`config.mk`:
```
export PLATFORM = sky130hd
export DESIGN_NAME = sw_word_loader
export DESIGN_NICKNAME = d
export VERILOG_FILES = /design/src/rtl/sw_word_loader.sv
export SDC_FILE = /design/constraint.sdc
export NUM_CORES = 1
export LEC_CHECK = 0
export CORE_ASPECT_RATIO = 1.25
export CORE_MARGIN = 2
export CORE_UTILIZATION = 46
export DETAILED_ROUTE_END_ITERATION = 6
export GPL_ROUTABILITY_DRIVEN = 0
export PLACE_DENSITY = 0.88
export SLEW_MARGIN = 20
export SYNTH_ARGS = -nofsm -noshare
export SYNTH_HDL_FRONTEND = slang
export SYNTH_SLANG_ARGS = --single-unit
```
`constraint.sdc`:
```
create_clock -name clk -period 1.8 [get_ports clk]
set_input_delay 0.36 -clock clk [delete_from_list [all_inputs] [get_ports clk]]
set_output_delay 0.36 -clock clk [all_outputs]
set_load 0.03 [all_outputs]
```
`src/rtl/sw_word_loader.sv`:
```
// sw_word_loader: assembles a WIDTH-bit word from CHUNK-bit switch slices.
// Each load press stores one slice and moves the slice pointer forward.
// A commit press copies the whole staged word into word_out in one step.
// Optional macro DEBOUNCE_EN adds a synchroniser and debounce counter on
// the load and commit keys.
//
// Output protocol: word_valid is a one-cycle strobe with no ready. It is
// high in exactly the cycle that word_out first shows a newly committed
// word. err is a one-cycle strobe for a commit press while not full.
// dbg_state exposes the FSM state (0 = FILL, 1 = FULL).
module sw_word_loader #(
    parameter int WIDTH     = 16,
    parameter int CHUNK     = 8,
    parameter int DB_CYCLES = 4
) (
    input  logic                               clk,
    input  logic                               reset,
    input  logic [CHUNK-1:0]                   sw_data,
    input  logic                               load,
    input  logic                               commit,
    output logic [WIDTH-1:0]                   word_out,
    output logic                               word_valid,
    output logic                               full,
    output logic [$clog2(WIDTH/CHUNK)-1:0]     ptr,
    output logic                               err,
    output logic [CHUNK-1:0]                   led_view,
    output logic                               dbg_state
);

    localparam int NCHUNK = WIDTH / CHUNK;
    localparam int PTR_W  = $clog2(NCHUNK);
    localparam logic [PTR_W-1:0] LAST = PTR_W'(NCHUNK - 1);

    // Reject parameter sets that cannot form a whole multi-slice word.
    if ((WIDTH % CHUNK) != 0 || NCHUNK < 2 || DB_CYCLES < 1) begin : g_bad_params
        $error("sw_word_loader: illegal WIDTH/CHUNK/DB_CYCLES");
    end

    typedef enum logic {
        S_FILL = 1'b0,
        S_FULL = 1'b1
    } state_t;

    state_t             r_state;
    state_t             w_state_n;
    logic [PTR_W-1:0]   r_ptr;
    logic [PTR_W-1:0]   w_ptr_n;
    logic [PTR_W-1:0]   w_ptr_inc;
    logic [PTR_W-1:0]   w_last_idx;
    logic [CHUNK-1:0]   r_slices [NCHUNK];
    logic [WIDTH-1:0]   w_staging;
    logic [WIDTH-1:0]   r_word;
    logic               r_word_valid;
    logic               r_err;
    logic               r_load_q;
    logic               r_commit_q;
    logic               w_load_lvl;
    logic               w_commit_lvl;
    logic               w_load_ev;
    logic               w_commit_ev;
    logic               w_commit_ok;
    logic               w_err_n;
    logic               w_wr;

`ifdef DEBOUNCE_EN
    localparam int CNT_W = $clog2(DB_CYCLES + 1);

    // Index 0 is load, index 1 is commit.
    logic [1:0]       r_sync1;
    logic [1:0]       r_sync2;
    logic [1:0]       r_db;
    logic [CNT_W-1:0] r_cnt [2];

    // Synchronise both keys, then flip each debounced level only after
    // DB_CYCLES consecutive clocks of disagreement.
    always_ff @(posedge clk) begin
        if (reset) begin
            r_sync1 <= 2'b11;
            r_sync2 <= 2'b11;
            r_db    <= 2'b11;
            for (int k = 0; k < 2; k++) r_cnt[k] <= '0;
        end else begin
            r_sync1 <= {commit, load};
            r_sync2 <= r_sync1;
            for (int k = 0; k < 2; k++) begin
                if (r_sync2[k] != r_db[k]) begin
                    if (r_cnt[k] == CNT_W'(DB_CYCLES - 1)) begin
                        r_db[k]  <= r_sync2[k];
                        r_cnt[k] <= '0;
                    end else begin
                        r_cnt[k] <= r_cnt[k] + 1'b1;
                    end
                end else begin
                    r_cnt[k] <= '0;
                end
            end
        end
    end

    assign w_load_lvl   = r_db[0];
    assign w_commit_lvl = r_db[1];
`else
    assign w_load_lvl   = load;
    assign w_commit_lvl = commit;
`endif

    // Rising-edge events; history resets high so a held key is ignored.
    assign w_load_ev   = w_load_lvl & ~r_load_q;
    assign w_commit_ev = w_commit_lvl & ~r_commit_q;

    // Flatten the slice array into the word that a commit would publish.
    always_comb begin
        w_staging = '0;
        for (int i = 0; i < NCHUNK; i++) w_staging[i*CHUNK +: CHUNK] = r_slices[i];
    end

    // Next state: commit is judged first; a successful commit drops a
    // same-cycle load, a failed one lets the load through.
    always_comb begin
        w_state_n   = r_state;
        w_ptr_n     = r_ptr;
        w_wr        = 1'b0;
        w_commit_ok = 1'b0;
        w_err_n     = 1'b0;
        w_ptr_inc   = (r_ptr == LAST) ? '0 : r_ptr + 1'b1;
        if (w_commit_ev) begin
            if (r_state == S_FULL) begin
                w_commit_ok = 1'b1;
                w_state_n   = S_FILL;
                w_ptr_n     = '0;
            end else begin
                w_err_n = 1'b1;
            end
        end
        if (w_load_ev && !w_commit_ok) begin
            w_wr    = 1'b1;
            w_ptr_n = w_ptr_inc;
            if (r_state == S_FILL && r_ptr == LAST) w_state_n = S_FULL;
        end
    end

    // FSM state register.
    always_ff @(posedge clk) begin
        if (reset) r_state <= S_FILL;
        else       r_state <= w_state_n;
    end

    // Datapath registers: pointer, slices, committed word and strobes.
    always_ff @(posedge clk) begin
        if (reset) begin
            r_ptr        <= '0;
            r_word       <= '0;
            r_word_valid <= 1'b0;
            r_err        <= 1'b0;
            r_load_q     <= 1'b1;
            r_commit_q   <= 1'b1;
            for (int i = 0; i < NCHUNK; i++) r_slices[i] <= '0;
        end else begin
            r_ptr        <= w_ptr_n;
            r_word_valid <= w_commit_ok;
            r_err        <= w_err_n;
            r_load_q     <= w_load_lvl;
            r_commit_q   <= w_commit_lvl;
            if (w_wr)        r_slices[r_ptr] <= sw_data;
            if (w_commit_ok) r_word          <= w_staging;
        end
    end

    // LEDs show the most recently written slice, one behind the pointer.
    assign w_last_idx = (r_ptr == '0) ? LAST : r_ptr - 1'b1;
    assign led_view   = r_slices[w_last_idx];

    assign word_out   = r_word;
    assign word_valid = r_word_valid;
    assign err        = r_err;
    assign ptr        = r_ptr;
    assign full       = (r_state == S_FULL);
    assign dbg_state  = r_state;

endmodule
```
==> results of run 1 <==
[cell families after synthesis]
| group | share of synthesized area, % |
|---|---|
| flip-flops | 63.67 |
| AND/OR/NAND/NOR | 16.44 |
| AO/OA/AOI/OAI | 10.03 |
| multiplexers | 6.229 |
| buffers and inverters | 3.028 |
| XOR/XNOR | 0.6056 |
[sequential cells by signal, indices dropped and copies added, names as in the netlist]
register / flops
r_load_q: 1
err: 1
r_slices: 16
word_valid: 1
word_out: 16
ptr: 1
r_commit_q: 1
dbg_state: 1
[power groups by stage]
stage / registers [mW] / logic (mW) / clock network, mW
after floorplan: 0.951 / 0.0812 / 0
after global placement: 0.949 / 0.161 / 0
after detailed placement: 0.951 / 0.166 / 0
after CTS: 0.931 / 0.156 / 0.463
after global routing: 0.934 / 0.163 / 0.505
final: 0.932 / 0.153 / 0.452
[cell usage after synthesis]
| library cell | number | share of area, % |
|---|---|---|
| or2_2 | 3 | 1.3 |
| buf_4 | 3 | 1.6 |
| a21oi_1 | 1 | 0.35 |
| and3b_4 | 1 | 0.86 |
| and2b_2 | 1 | 0.61 |
| nor4bb_4 | 1 | 1.7 |
| or2_1 | 1 | 0.43 |
| and4bb_2 | 1 | 0.86 |
| nor3_1 | 2 | 0.69 |
| edfxtp_1 | 16 | 33 |
| dfxtp_1 | 22 | 30 |
| nor2_4 | 1 | 0.78 |
| buf_6 | 1 | 0.78 |
| and2_1 | 16 | 6.9 |
| nor4b_1 | 1 | 0.61 |
| nor4b_4 | 1 | 1.6 |
| xnor2_1 | 1 | 0.61 |
| buf_2 | 2 | 0.69 |
| a22o_1 | 16 | 9.7 |
| mux2_2 | 8 | 6.2 |
[repair_timing]
| action | in CTS | in global routing |
|---|---|---|
| buffers inserted | 0 | 0 |
| gates resized for setup | 41 | 5 |
| hold buffers | 0 | 0 |
| setup endpoints to repair | 10 | 4 |
[metal layers]
metal	routed length (µm)	share of wire [%]	GRT usage, %
met5	0	0	0
met4	76	2.6	12.19
met3	149	5.2	4.260
met2	1533	53	30.42
met1	1120	39	20.66
[layout make-up]
class,count,area share [%]
clock inverter,1,0.2513
clock buffer,7,2.764
tap,36,2.261
sequential,38,46.29
multi-input combinational,55,24.18
timing repair buffer,51,24.25
[path summary, 6_finish.rpt]
kind | start | end | slack (ns)
setup / recovery | word_out[15]$_SDFFE_PP0P_ | word_out[15] | 0.06
hold / removal | r_commit_q$_SDFF_PP1_ | err$_SDFF_PP0_ | 0.46
setup reg to reg | r_commit_q$_SDFF_PP1_ | r_slices[1][6]$_SDFFCE_PN0P_ | 0.28
hold reg to reg | r_commit_q$_SDFF_PP1_ | err$_SDFF_PP0_ | 0.46
[stage by stage]
stage               util (%)  setup slack, ns  std cells
floorplan                  -           0.1197         99
global placement       66.12         -0.09149        180
detailed placement     66.12          -0.1604        180
CTS                    66.96         -0.04094        188
global route           67.00        -0.003279        188
finish                 67.00          0.06359        188
==> impl_metrics.tcl, run 1 <==
set metrics [dict create \
    status "finished, final reports clean" \
    cts.sinks 38 \
    min_period_ns 1.736 \
    fin_skew_ns 0.01350 \
    fin_crit_sh_pct 96.47 \
    ios 41 \
    ys_ff_latch 38 \
    finalPower_mw 1.537 \
    grt_pass1_vias 935 \
    yosysUniqueCellTypes 20 \
    route.detailed.drc 0 \
    initial_core_util_pct 48.65 \
    place_area_um2 1966 \
    layout_common_cells "clkdlybuf4s50_1, dfxtp_1, a22o_1, and2_1, edfxtp_1" \
    die_x_um 54.16 \
    syn-num-nets 111 \
    grt_max_degree 18 \
    antenna_cells 0 \
    seq_area_um2 922.1 \
    drv_slew 0 \
    vias 965 \
    power_switching_mw 0.3539 \
    power.density_cell_area_nw_per_um2 771.5 \
    sw_frac_of_total_pct 23.03 \
    nets 163 \
    post_drt_via_cell_ratio 5.133 \
    worst_pin_slew_ns 0.3519 \
    clockRootBuffer "clkbuf_4" \
    syn_area_per_cell_um2 14.61 \
    path_delay_family "buffers and inverters" \
    port_buffers 40 \
    hold-worst-slack_ns 0.4636 \
    path_clk_slew_ns 0.10 \
    grtUsageTotal_pct 18.52 \
    slew_headroom_pct 76.49 \
    clockBufferDepth 2 \
    h-tree-depth 2 \
    grt-ovfl-total 0 \
    synth-seq-area-share_pct 63.67 \
    fillers 217 \
    cp_cell_sequence "clkdlybuf4s50_1" \
    cp.arrival_ns 1.38 \
    min_path_type "reg2reg" \
    place_hpwl_mm 2.186 \
    setup-violations-final 0 \
    area_delta_synth_final_pct 37.72 \
    wl_mm 2.878 \
    start_kind "register" \
    fin_area_um2 1992 \
    cp_data_required_time_ns 1.44 \
    placeableCoreArea_um2 2973 \
    r2r_cells 4 \
    wl_per_cell_um 15.31 \
    tns_ns 0 \
    cp_num_buf_inv 1 \
    path_max_fanout 2 \
    clk_latency_ns 0.35 \
    cap_violations 0 \
    grt_pass1_wl_mm 4.588 \
    yosysWarnings 0 \
    first_iter_violations 13 \
    antenna_left 0 \
    seq_power_share_pct 60.6 \
    numCtsBuffers 5 \
    die_area_um2 3612 \
    row_count 22 \
    final_common_cell "clkdlybuf4s50_1" \
    netlist_instances 99 \
    antenna_found_initial 0 \
    pwr-share-comb_pct 10.0 \
    crit_cells 1 \
    netlist_area_um2 1446 \
    hold_depth 1 \
    multi_input_area_um2 481.7 \
    finalHoldViolCount 0 \
    p_int_mw 1.183 \
    dr.pass1.iters 4 \
    drive_gt1_share_pct 29.61 \
    cts_tree "yes" \
    dieHeight_um 66.70 \
    max_freq_ghz 0.5759 \
    power.leakage_nw 0.8374 \
    peakVddDrop_mv 0.5596 \
    crit_type "reg2out" \
    cpPeakStageDelay_ns 0.68 \
    worst_path_max_delay_cell "clkdlybuf4s50_1" \
    cp-end-kind "primary output" \
    power_frac_clock_pct 29.4 \
]
Note: power is estimated with default switching activity, not from simulation.
==> run 2: changes to the inputs <==
--- a/config.mk
+++ b/config.mk
@@ -6,7 +6,7 @@
 export NUM_CORES = 1
 export LEC_CHECK = 0
 export CORE_ASPECT_RATIO = 1.25
-export CORE_MARGIN = 2
+export CORE_MARGIN = 1
 export CORE_UTILIZATION = 46
 export DETAILED_ROUTE_END_ITERATION = 6
 export GPL_ROUTABILITY_DRIVEN = 0
==> impl_metrics.tcl, run 2 (same netlist as run 1, synthesis figures left out) <==
set metrics [dict create \
    status "finished, final reports clean" \
    power.leakage_nw 0.7825 \
    h-tree-depth 2 \
    min_path_type "reg2reg" \
    fin_area_um2 1949 \
    cp_cell_sequence "clkdlybuf4s50_1" \
    cap_violations 0 \
    hold_buffers 0 \
    antenna_cells 0 \
    cp_data_required_time_ns 1.44 \
    path_max_fanout 2 \
    power.density_cell_area_nw_per_um2 787.3 \
    dieHeight_um 64.70 \
    numCtsBuffers 5 \
    clockRootBuffer "clkbuf_4" \
    finalHoldViolCount 0 \
    first_iter_violations 8 \
    place_hpwl_mm 2.212 \
    fillers 237 \
    clockBufferDepth 2 \
    worst_path_max_delay_cell "clkdlybuf4s50_1" \
    final_common_cell "clkdlybuf4s50_1" \
    crit_type "reg2out" \
    drv_slew 0 \
    top_layer_used "met4" \
    path_clk_slew_ns 0.12 \
    fin_crit_sh_pct 97.78 \
    nets 161 \
    cp_num_buf_inv 1 \
    wl_per_cell_um 14.78 \
    place_area_um2 1926 \
    setup-violations-final 0 \
    cp.arrival_ns 1.40 \
    postCtsSetupRepairBufs 0 \
    grt-ovfl-total 0 \
    finalPower_mw 1.535 \
    clk_latency_ns 0.34 \
    grt_max_degree 18 \
    wl_met3_um 141 \
    grtUsageTotal_pct 18.62 \
    route.detailed.drc 0 \
    wl_mm 2.749 \
    grt_pass1_wl_mm 4.422 \
    port_buffers 40 \
    antenna_left 0 \
    placeableCoreArea_um2 2973 \
    cts.sinks 38 \
    start_kind "register" \
    die_area_um2 3374 \
    max_freq_ghz 0.5682 \
    layout_common_cells "clkdlybuf4s50_1, dfxtp_1, a22o_1, and2_1, edfxtp_1" \
    routed-wl-met2_mm 1.405 \
    met1Wirelength_mm 1.137 \
    die_x_um 52.16 \
    rsz0062_at_grt "true" \
    vias 941 \
    worst_pin_slew_ns 0.3464 \
    drive_gt1_share_pct 28.67 \
    cp-end-kind "primary output" \
    path_delay_family "buffers and inverters" \
    cpPeakStageDelay_ns 0.69 \
    grt_pass1_vias 912 \
    area_delta_synth_final_pct 34.78 \
    ios 41 \
    dr.pass1.iters 3 \
    cts_tree "yes" \
    slew_headroom_pct 76.85 \
    initial_core_util_pct 48.65 \
    row_count 22 \
    fin_skew_ns 0.01326 \
    post_drt_via_cell_ratio 5.059 \
    peakVddDrop_mv 0.4442 \
    antenna_found_initial 0 \
    min_period_ns 1.760 \
]
[run 2: cell types whose count changed in the layout (fill, tap and decap cells not counted)]
cell and delta:
dfxtp_1 +1, dfxtp_2 -1, buf_12 -2, dlymetal6s2s_1 -2
clkbuf_1 -1, clkdlybuf4s50_1 +2, clkinvlp_4 +1
[run 2: routing by layer]
metal  vias up  global-route usage [%]
li1        464                       -
met1       437                   21.82
met2        32                   29.81
met3         8                   5.164
met4         0                   10.86
met5         -                       0
[run 2: area by class of cell]
class | count | area, µm² | share of cell area, %
well taps | 36 | 45.04 | 2.311
clock buffers | 6 | 51.30 | 2.632
flip-flops and latches | 38 | 920.9 | 47.24
clock inverters | 2 | 12.51 | 0.6418
repair buffers | 49 | 437.9 | 22.46
multi-input cells | 55 | 481.7 | 24.71
[run 2: what timing repair did]
| item | 4_1_cts | 5_1_grt |
|---|---|---|
| endpoints found under the setup margin | 10 | 3 |
| resized for setup | 42 | 1 |
| cloned | 0 | 0 |
[run 2: power breakdown]
| group | switching (mW) | total [mW] | internal (mW) |
|---|---|---|---|
| clock network | 0.268 | 0.456 | 0.188 |
| logic | 0.0772 | 0.148 | 0.0706 |
| registers | 0.0132 | 0.931 | 0.918 |
[run 2: worst paths after layout]
check                                                from                            to  slack [ns]  depth (start not counted)
worst min-delay path                r_commit_q$_SDFF_PP1_                err$_SDFF_PP0_        0.47                          1
worst min register to register      r_commit_q$_SDFF_PP1_                err$_SDFF_PP0_        0.47                          1
worst max-delay path            word_out[12]$_SDFFE_PP0P_                  word_out[12]        0.04                          1
worst max register to register       dbg_state$_SDFF_PP0_  r_slices[1][1]$_SDFFCE_PN0P_        0.29                          4
[run 2: through the flow]
stage               hold slack, ns  cells  TNS [ns]  utilization [%]  worst slack (ns)
global route                0.5020    186  -0.01461            65.57          -0.01409
floorplan                   0.4078     99         0                -            0.1197
global placement            0.4265    178   -0.8537            64.77          -0.08913
CTS                         0.4602    186         0            65.49           0.04177
detailed placement          0.4410    178    -2.051            64.77           -0.1701
finish                      0.4665    186         0            65.57           0.03990
==> run 3: changes to the inputs <==
--- a/config.mk
+++ b/config.mk
@@ -11,6 +11,7 @@
 export DETAILED_ROUTE_END_ITERATION = 6
 export GPL_ROUTABILITY_DRIVEN = 0
 export PLACE_DENSITY = 0.88
+export SETUP_SLACK_MARGIN = 0.05
 export SLEW_MARGIN = 20
 export SYNTH_ARGS = -nofsm -noshare
 export SYNTH_HDL_FRONTEND = slang
==> impl_metrics.tcl, run 3 (same netlist as run 1, synthesis figures left out) <==
set metrics [dict create \
    status "finished, final reports clean" \
    cp_cell_sequence "clkdlybuf4s50_1" \
    start_kind "register" \
    fin_crit_sh_pct 94.75 \
    initial_core_util_pct 48.65 \
    worst_path_max_delay_cell "clkdlybuf4s50_1" \
    crit_type "reg2out" \
    cts_tree "yes" \
    drv_slew 0 \
    path_clk_slew_ns 0.10 \
    min_path_type "reg2reg" \
    clockRootBuffer "clkbuf_4" \
    drive_gt1_share_pct 29.33 \
    h-tree-depth 2 \
    clk_latency_ns 0.34 \
    power.density_cell_area_nw_per_um2 772.6 \
    antenna_left 0 \
    r2r_cells 4 \
    grt_max_degree 18 \
    dieHeight_um 64.70 \
    ios 41 \
    seq_area_um2 922.1 \
    min_period_ns 1.706 \
    route.detailed.drc 0 \
    cts.sinks 38 \
    dr.pass1.iters 4 \
    first_iter_violations 8 \
    port_buffers 40 \
    final_common_cell "dfxtp_1" \
    min_to "err$_SDFF_PP0_" \
    placeableCoreArea_um2 2973 \
    finalWorstSetupSlack_ns 0.09444 \
    multi_input_area_um2 481.7 \
    cap_violations 0 \
    grtUsageTotal_pct 18.62 \
    hold_depth 1 \
    row_count 22 \
    post_drt_via_cell_ratio 5.108 \
    cp_num_buf_inv 1 \
    grt-ovfl-total 0 \
    layout_common_cells "dfxtp_1, a22o_1, and2_1, edfxtp_1" \
    vias 950 \
    rrSetupSlack_ns 0.29 \
    wl_mm 2.820 \
    grt_pass1_vias 912 \
    place_hpwl_mm 2.212 \
    hold-worst-slack_ns 0.4623 \
    clockBufferDepth 2 \
    setup-violations-final 0 \
    area_delta_synth_final_pct 38.06 \
    postCtsSetupRepairBufs 0 \
    die_area_um2 3374 \
    place_ws_ns -0.1701 \
    cp-end-kind "primary output" \
    crit_cells 1 \
    peakVddDrop_mv 0.4449 \
    antenna_found_initial 0 \
    r2r-end "r_slices[1][1]$_SDFFCE_PN0P_" \
    cp_data_required_time_ns 1.44 \
    power.leakage_nw 1.027 \
    slew_headroom_pct 76.85 \
    die_x_um 52.16 \
    path_max_fanout 2 \
    min_from "r_commit_q$_SDFF_PP1_" \
    fin_util_pct 67.17 \
    reg2reg_from "dbg_state$_SDFF_PP0_" \
    grt_pass1_wl_mm 4.422 \
    rsz0062_at_grt "true" \
    wl_per_cell_um 15.16 \
    numCtsBuffers 5 \
    worst_pin_slew_ns 0.3464 \
    path_delay_family "buffers and inverters" \
    cpPeakStageDelay_ns 0.67 \
    nets 161 \
    max_freq_ghz 0.5863 \
    fin_skew_ns 0.01262 \
    fillers 223 \
    finalHoldViolCount 0 \
    cp.arrival_ns 1.35 \
    antenna_cells 0 \
]
[run 3: changes by cell type in the layout (fill, tap and decap cells not counted), sizes merged]
cell,change
dlymetal6s2s,+12
dlygate4sd2,+3
clkdlybuf4s50,-15
[run 3: power breakdown]
part / internal, mW / switching (mW) / leakage [nW] / total [mW]
clock: 0.188 / 0.269 / 0.0343 / 0.456
sequential: 0.919 / 0.0141 / 0.344 / 0.933
combinational: 0.0758 / 0.0780 / 0.649 / 0.154
total: 1.18 / 0.361 / 1.03 / 1.54
[run 3: worst max-delay path by stage]
stage	endpoint	from	slack (ns)
after floorplan	r_slices[1][0]$_SDFFCE_PN0P_	dbg_state$_SDFF_PP0_	0.12
after global placement	r_slices[1][4]$_SDFFCE_PN0P_	load	-0.09
final	word_out[7]	word_out[7]$_SDFFE_PP0P_	0.09
after global routing	led_view[3]	ptr$_SDFFE_PP0P_	0.03
after detailed placement	r_slices[1][2]$_SDFFCE_PN0P_	load	-0.17
after CTS	led_view[3]	ptr$_SDFFE_PP0P_	0.04
[run 3: repair_timing]
item                                    in CTS  in global routing
endpoints found under the setup margin      13                 21
resized for setup                           45                 22
hold buffers                                 0                  0
pin swaps                                    0                  0
[run 3: stage by stage]
stage / area, µm² / total power, mW / TNS, ns / cells
detailed placement: 1926 / 1.112 / -2.051 / 178
global route: 1997 / 1.604 / 0 / 186
floorplan: 1446 / 1.032 / 0 / 99
global placement: 1926 / 1.104 / -0.8537 / 178
CTS: 1943 / 1.547 / 0 / 186
finish: 1997 / 1.543 / 0 / 186
[run 3: routing by layer]
metal	global-route usage, %	share of wire (%)
met5	0	0
met4	10.86	2.4
met3	5.164	5.1
met2	29.81	51
met1	21.82	41
[run 3: layout make-up]
type | instances | area share (%)
clock buffer | 6 | 2.569
sequential | 38 | 46.18
clock inverter | 2 | 0.6266
tap | 36 | 2.256
multi-input combinational | 55 | 24.12
timing repair buffer | 49 | 24.25
